### src/rtl/mlp_result_reader.sv
// mlp_result_reader
//   Streams the output-layer neurons of an MLP out of data RAM once the core
//   has written all of them. Writes into the output region are snooped and
//   counted; when H of them have been seen the block reads each neuron through
//   RAM port B and presents it on a valid/ready stream.
//
//   Optional feature: define MLP_ARGMAX_EN to track the signed maximum of the
//   streamed values and its index (class_idx/class_val). Without it both
//   outputs are tied to 0.
//
// Ports
//   clk          single clock, all state changes on posedge
//   reset        asynchronous active-low reset
//   start        one-cycle pulse, arms a read-out (accepted in IDLE/DONE)
//   H            number of output neurons, sampled on an accepted start
//   snoop_wr     data-RAM write strobe from the core
//   snoop_add    data-RAM write address from the core
//   mem_rd_add   registered read address to data-RAM port B
//   mem_rd_data  port B read data, valid one clock after the address edge
//   out_data     signed neuron value
//   out_idx      neuron index of out_data
//   out_valid    stream valid
//   out_ready    stream ready
//   out_last     marks index H-1
//   busy         armed or reading
//   done         level, set after the last transfer until the next start
//   class_idx    argmax index (0 when feature disabled)
//   class_val    argmax value (0 when feature disabled)
module mlp_result_reader #(
   parameter logic [9:0] data_out_m = 10'h200,
   parameter logic [7:0] MAX_H      = 8'd255
) (
   input  logic       clk,
   input  logic       reset,
   input  logic       start,
   input  logic [7:0] H,
   input  logic       snoop_wr,
   input  logic [9:0] snoop_add,
   output logic [9:0] mem_rd_add,
   input  logic [7:0] mem_rd_data,
   output logic [7:0] out_data,
   output logic [7:0] out_idx,
   output logic       out_valid,
   input  logic       out_ready,
   output logic       out_last,
   output logic       busy,
   output logic       done,
   output logic [7:0] class_idx,
   output logic [7:0] class_val
);

   typedef enum logic [2:0] {IDLE, WAIT, ISSUE, CAPT, SEND, DONE} state_t;

   state_t      state, state_nxt;
   logic [7:0]  h_r;
   logic [7:0]  wcnt;
   logic [7:0]  idx;
   logic [10:0] snoop_off;
   logic        snoop_hit;
   logic        start_ok;
   logic        wait_full;
   logic        xfer;

   // Offset of the snooped write from the region base; an address below the
   // base goes negative (bit 10 set), so only offsets 0..255 leave the top
   // three bits clear.
   assign snoop_off = {1'b0, snoop_add} - {1'b0, data_out_m};
   assign snoop_hit = snoop_wr && (snoop_off[10:8] == 3'b000);

   assign start_ok  = start && ((state == IDLE) || (state == DONE)) &&
                      ({1'b0, H} <= {1'b0, MAX_H});
   assign wait_full = (wcnt == h_r);
   assign xfer      = (state == SEND) && out_ready;

   // Status decoded straight from the state register so reset clears them
   // asynchronously together with the state.
   assign busy      = (state == WAIT) || (state == ISSUE) ||
                      (state == CAPT) || (state == SEND);
   assign done      = (state == DONE);
   assign out_valid = (state == SEND);

   always_ff @(posedge clk or negedge reset) begin
      if (!reset) state <= IDLE;
      else        state <= state_nxt;
   end

   always_comb begin
      state_nxt = state;
      case (state)
         IDLE, DONE: if (start_ok) state_nxt = (H == 8'd0) ? DONE : WAIT;
         WAIT:       if (wait_full) state_nxt = ISSUE;
         ISSUE:      state_nxt = CAPT;
         CAPT:       state_nxt = SEND;
         SEND:       if (out_ready) state_nxt = out_last ? DONE : ISSUE;
         default:    state_nxt = IDLE;
      endcase
   end

   always_ff @(posedge clk or negedge reset) begin
      if (!reset) begin
         h_r        <= '0;
         wcnt       <= '0;
         idx        <= '0;
         mem_rd_add <= '0;
         out_data   <= '0;
         out_idx    <= '0;
         out_last   <= 1'b0;
      end else begin
         if (start_ok) begin
            h_r  <= H;
            wcnt <= '0;
            idx  <= '0;
         end
         case (state)
            WAIT: begin
               if (snoop_hit && !wait_full) wcnt <= wcnt + 8'd1;
               // Address is registered on entry to ISSUE so it is stable for
               // the whole ISSUE cycle and RAM data is ready by end of CAPT.
               if (wait_full) mem_rd_add <= data_out_m + {2'b00, idx};
            end
            CAPT: begin
               out_data <= mem_rd_data;
               out_idx  <= idx;
               out_last <= (idx == h_r - 8'd1);
            end
            SEND: begin
               if (out_ready && !out_last) begin
                  idx        <= idx + 8'd1;
                  mem_rd_add <= data_out_m + {2'b00, idx} + 10'd1;
               end
            end
            default: ;
         endcase
      end
   end

`ifdef MLP_ARGMAX_EN
   logic [7:0] best_idx;
   logic [7:0] best_val;

   // Strict greater-than keeps the lower index on ties; the first transfer
   // always seeds the maximum.
   always_ff @(posedge clk or negedge reset) begin
      if (!reset) begin
         best_idx <= '0;
         best_val <= '0;
      end else if (start_ok) begin
         best_idx <= '0;
         best_val <= '0;
      end else if (xfer) begin
         if ((out_idx == 8'd0) || ($signed(out_data) > $signed(best_val))) begin
            best_idx <= out_idx;
            best_val <= out_data;
         end
      end
   end

   assign class_idx = best_idx;
   assign class_val = best_val;
`else
   logic unused_xfer;
   assign unused_xfer = xfer;
   assign class_idx   = '0;
   assign class_val   = '0;
`endif

endmodule

### config.mk
export PLATFORM = sky130hd
export DESIGN_NAME = mlp_result_reader
export DESIGN_NICKNAME = d
export VERILOG_FILES = /design/src/rtl/mlp_result_reader.sv
export SDC_FILE = /design/constraint.sdc
export NUM_CORES = 1
export LEC_CHECK = 0
export CORE_ASPECT_RATIO = 0.75
export CORE_MARGIN = 5
export CORE_UTILIZATION = 44
export DETAILED_ROUTE_END_ITERATION = 8
export PLACE_DENSITY = 0.75
export SYNTH_ARGS = -nofsm -noshare
export SYNTH_HDL_FRONTEND = slang
export SYNTH_SLANG_ARGS = --single-unit
### constraint.sdc
create_clock -name clk -period 1.7 [get_ports clk]
set_clock_uncertainty 0.1 [all_clocks]
set_input_delay 0.34 -clock clk [delete_from_list [all_inputs] [get_ports clk]]
set_output_delay 0.34 -clock clk [all_outputs]
set_load 0.02 [all_outputs]
==> run summary, run 1 <==
The beginning of the worst hold path is mem_rd_add[9]. Summed over all cells, the static leakage comes to about 2.2 nW. Of the post-synthesis cell area, the part taken by muxes is 10.4%. The post-layout total power came out at between 6 and 7 mW.

The detail-routed net length per standard cell is about 17 µm. For this design the top-level I/O count stands at 77. The flop-to-flop setup slack came out at -0.22 ns. After clock tree synthesis, the clock-pin slew on the worst setup and hold paths is about 0.1 ns. In this run the remaining antenna-violating nets after routing total 0.

Summing the areas of all fa, ha and maj instances in the mapped netlist gives under 10% of the synthesized area. The portion of the clock cycle consumed by the worst path in the final layout is 117%. The total congestion overflow after global routing came out at 0. Setup violations remaining at the end of the flow were counted as 34. In the routed layout, each cell is associated on average with a via count of 5.33. The number of max-slew violations in the final report came out at 0. The share of synthesized area occupied by flip-flops and latches came out at a little under half. The hold-critical path depth is 1.

In this run the critical register-to-register path is launched from wcnt[5]. The checks that failed: negative setup slack. The instance count of the mapped netlist came out at between 300 and 400. Entering global routing, the biggest net connects 55 pins. The number of distinct standard cells referenced by the synthesized netlist came out at 48. Of the cells placed in the final design, the portion with a size suffix greater than 1 is between 30% and 40%.

Counting along the longest clock path gives a buffer depth of 2. For this run, the post-layout net count is ~460. The placed instances occupy a cell area of 3930 µm².

The site row count came out at 26. The TritonCTS clock tree is yes. The synthesized design contains 0 enable-type register cells. The half-perimeter wire length of the detailed placement result is between 5000 and 6000 µm.

The growth of design area from synthesis to finish came out at 51.7%. For the worst flop-to-flop path, the logic depth is 6. The first-iteration detailed-routing DRC count came out at 172.

The peak fanout along the critical path is 4. The count of inserted antenna diode cells came out at 0. The worst setup path is launched from a flip-flop.

The compound-cell area share of the yosys netlist is a little over 10%. Setup repair after global routing could not meet its margin everywhere. The run finished, with violations left. The maximum operating frequency came out at 504 MHz. The clock net sink count came out at between 50 and 60. The combined global-route utilization of all metal layers is 19.0%. The initial cell density of the core came out at between 40% and 50%.

After synthesis, the mean cell area works out to approximately 9.7 µm². The worst setup path is captured at an output port. The class of the worst hold path is reg2reg. The wire length after detailed routing is approximately 8600 µm.

The final cell area excluding filler cells came out at 4550 µm². The hold violation total from the final report is 0. The power density over the cells came out at 1390 nW/µm². The post-placement worst setup slack is -0.250 ns. Among all flip-flop cells after synthesis, the most frequent one is dfrtp_1. The share of the synthesized area in the top cell type is a little under half. The die is approximately 80 µm tall. The final weighted congestion of routability-driven global placement is roughly 0.86. The number of fillers in the final layout came out at between 400 and 500. The first-pass GRT wire length is 13100 µm. The number of H-tree levels came out at 2. Summing all flip-flop and latch instances after layout gives approximately 1400 µm².

The post-synthesis cell area is 3000 µm². The number of flip-flops and latches in the synthesized netlist came out at 54. The via count of the first global-routing pass came to between 2000 and 3000. The critical path data arrival time came out at between 1.5 and 2 ns.

Counting I/O delays and the setup requirement, the final critical path takes between 1.5 and 2 ns. The final worst setup slack came out at -0.286 ns. Counting the buffers created by CTS gives 5.

The worst vdd rail ir drop is 0.000688 V. The post-route core utilization came out at 67.5%. For this run, the number of Yosys warnings is 0.

The die is ~110 µm wide. The core region area came out at just under 7000 µm². The endpoint identified for the worst register-to-register timing path is mem_rd_add[8].

The critical path in this run is classified as reg2out. The count of vias placed by the detailed router is roughly 2700. The initial antenna violation count was 0. Of the total synthesized cell area, the portion taken by AND, OR, NAND and NOR gates is between 15 and 20%. For hold timing, the worst endpoint is mem_rd_add[9]. dfrtp_1 takes more of the synthesized area than any other cell. The share of async-settable or async-resettable flops after synthesis came out at 100%. The critical path data required time is 1.26 ns. The number of buffers added on ports is 52. The clock tree root buffer cell is clkbuf_8. The DRC violations left is 0.

The tool flagged a number of max-cap violations equal to 0. The main combinational cell family by area after synthesis is simple AND/OR/NAND/NOR gates. The area of the multi-input gates came out at between 1500 and 2000 µm². Yosys attributes the largest share of cell area to dfrtp_1 45%, mux2_2 9.4%, nand2_1 5.4%. The overall die area is approximately 8600 µm². The count of TritonRoute iterations in the first routing pass is 4. The source-to-sink clock delay at the later pin of the worst-skew pair is ~0.31 ns. The synthesized netlist devotes roughly 7.6% of its cell area to XOR and XNOR gates.
==> Yosys cell counts (7+ instances only) <==
library cell / instances
dfrtp_1: 54
nand2_1: 43
mux2_2: 25
o21ai_0: 19
buf_4: 17
nor2_1: 14
xor2_1: 14
nand3_1: 13
xnor2_1: 12
a21oi_1: 9
clkbuf_1: 9
inv_1: 9
nor4_1: 7
==> sequential cells by signal, summed over array words and instances, names as in the netlist <==
signal	cells
idx	8
h_r	8
wcnt	8
state	3
out_idx	8
out_last	1
out_data	8
mem_rd_add	10
==> where the power goes <==
group | internal, mW | switching, mW
sequential | 1.57 | 0.203
combinational | 1.82 | 1.84
clock | 0.440 | 0.429
==> per-stage QoR <==
| step | hold slack, ns | instances | TNS [ns] |
|---|---|---|---|
| 2_1_floorplan | -0.0556 | 323 | -0.719 |
| 3_3_place_gp | 0.263 | 482 | -3.91 |
| 3_5_place_dp | 0.263 | 482 | -4.92 |
| 4_1_cts | 0.376 | 502 | -2.03 |
| 5_1_grt | 0.399 | 513 | -7.06 |
| 6_report | 0.369 | 513 | -3.81 |
==> cell families after synthesis <==
logic type	count (synthesis)
xor+xnor	26
fa+ha+maj	3
flops	54
mux	28
other cells	1
buf+inv	42
compound gates	48
simple gates	106
==> final cells by class <==
type	instances	share of cell area [%]
flip-flops and latches	54	29.8
inverters	9	0.798
repair buffers	129	25.8
well taps	84	2.31
clock inverters	2	0.826
clock buffers	6	1.60
multi-input cells	229	38.9
==> worst max-delay path, stage by stage (launching register included) <==
cell and delay [ns]:
dfrtp_2 0.45, buf_4 0.15, nor2_4 0.18, nand2_1 0.13, inv_2 0.07, clkdlybuf4s15_2 0.25
==> metal layers <==
layer	vias up	GRT usage, %	wire (µm)
li1	1268	-	-
met1	1345	24.6	3680
met2	107	32.8	4230
met3	13	4.40	581
met4	0	4.72	98
met5	-	0	0
==> worst max-delay path by stage <==
stage | start | cells past startpoint | slack (ns) | endpoint
after detailed placement | wcnt[5] | 7 | -0.25 | wcnt[4]
after CTS | state[1] | 6 | -0.17 | wcnt[5]
final | state[1] | 5 | -0.29 | out_valid
after floorplan | h_r[6] | 5 | -0.07 | mem_rd_add[0]
after global routing | state[1] | 5 | -0.34 | out_valid
after global placement | snoop_add[8] | 5 | -0.19 | wcnt[5]
==> layout by cell type, fill, tap and decap left out, types with 3 or more instances in the layout <==
cell type / count
dfrtp_1: 51
nand2_1: 40
inv_1: 6
xnor2_1: 12
o31ai_1: 5
nor4_4: 3
mux2i_1: 3
a21oi_2: 3
nand2b_1: 3
dlygate4sd2_1: 27
o21ai_0: 7
nor2_2: 4
nand2_2: 3
mux2_4: 9
mux2_2: 16
o21ai_1: 10
xor2_1: 11
a21oi_1: 6
nand3_1: 11
clkdlybuf4s50_1: 21
buf_4: 57
and3_1: 3
nand4_1: 3
nor2b_1: 4
buf_6: 17
clkbuf_8: 5
conb_1: 16
nor2_1: 9
dfrtp_2: 3
==> what timing repair did <==
item | in CTS | in global routing
pin swaps | 17 | 14
setup endpoints to repair | 66 | 48
endpoints found under the hold margin | 54 | 0
cloned | 2 | 2
setup buffers | 10 | 10
gates resized for setup | 79 | 54
hold buffers | 1 | 0
(Power assumes the default switching activity.)
==> run 2, diff against run 1 <==
--- a/config.mk
+++ b/config.mk
@@ -9,6 +9,7 @@
 export CORE_MARGIN = 5
 export CORE_UTILIZATION = 44
 export DETAILED_ROUTE_END_ITERATION = 8
+export GPL_TIMING_DRIVEN = 1
 export PLACE_DENSITY = 0.75
 export SYNTH_ARGS = -nofsm -noshare
 export SYNTH_HDL_FRONTEND = slang
==> results of run 2 <==
Same layout as run 1: the final DEF is identical, and so are final timing and power.
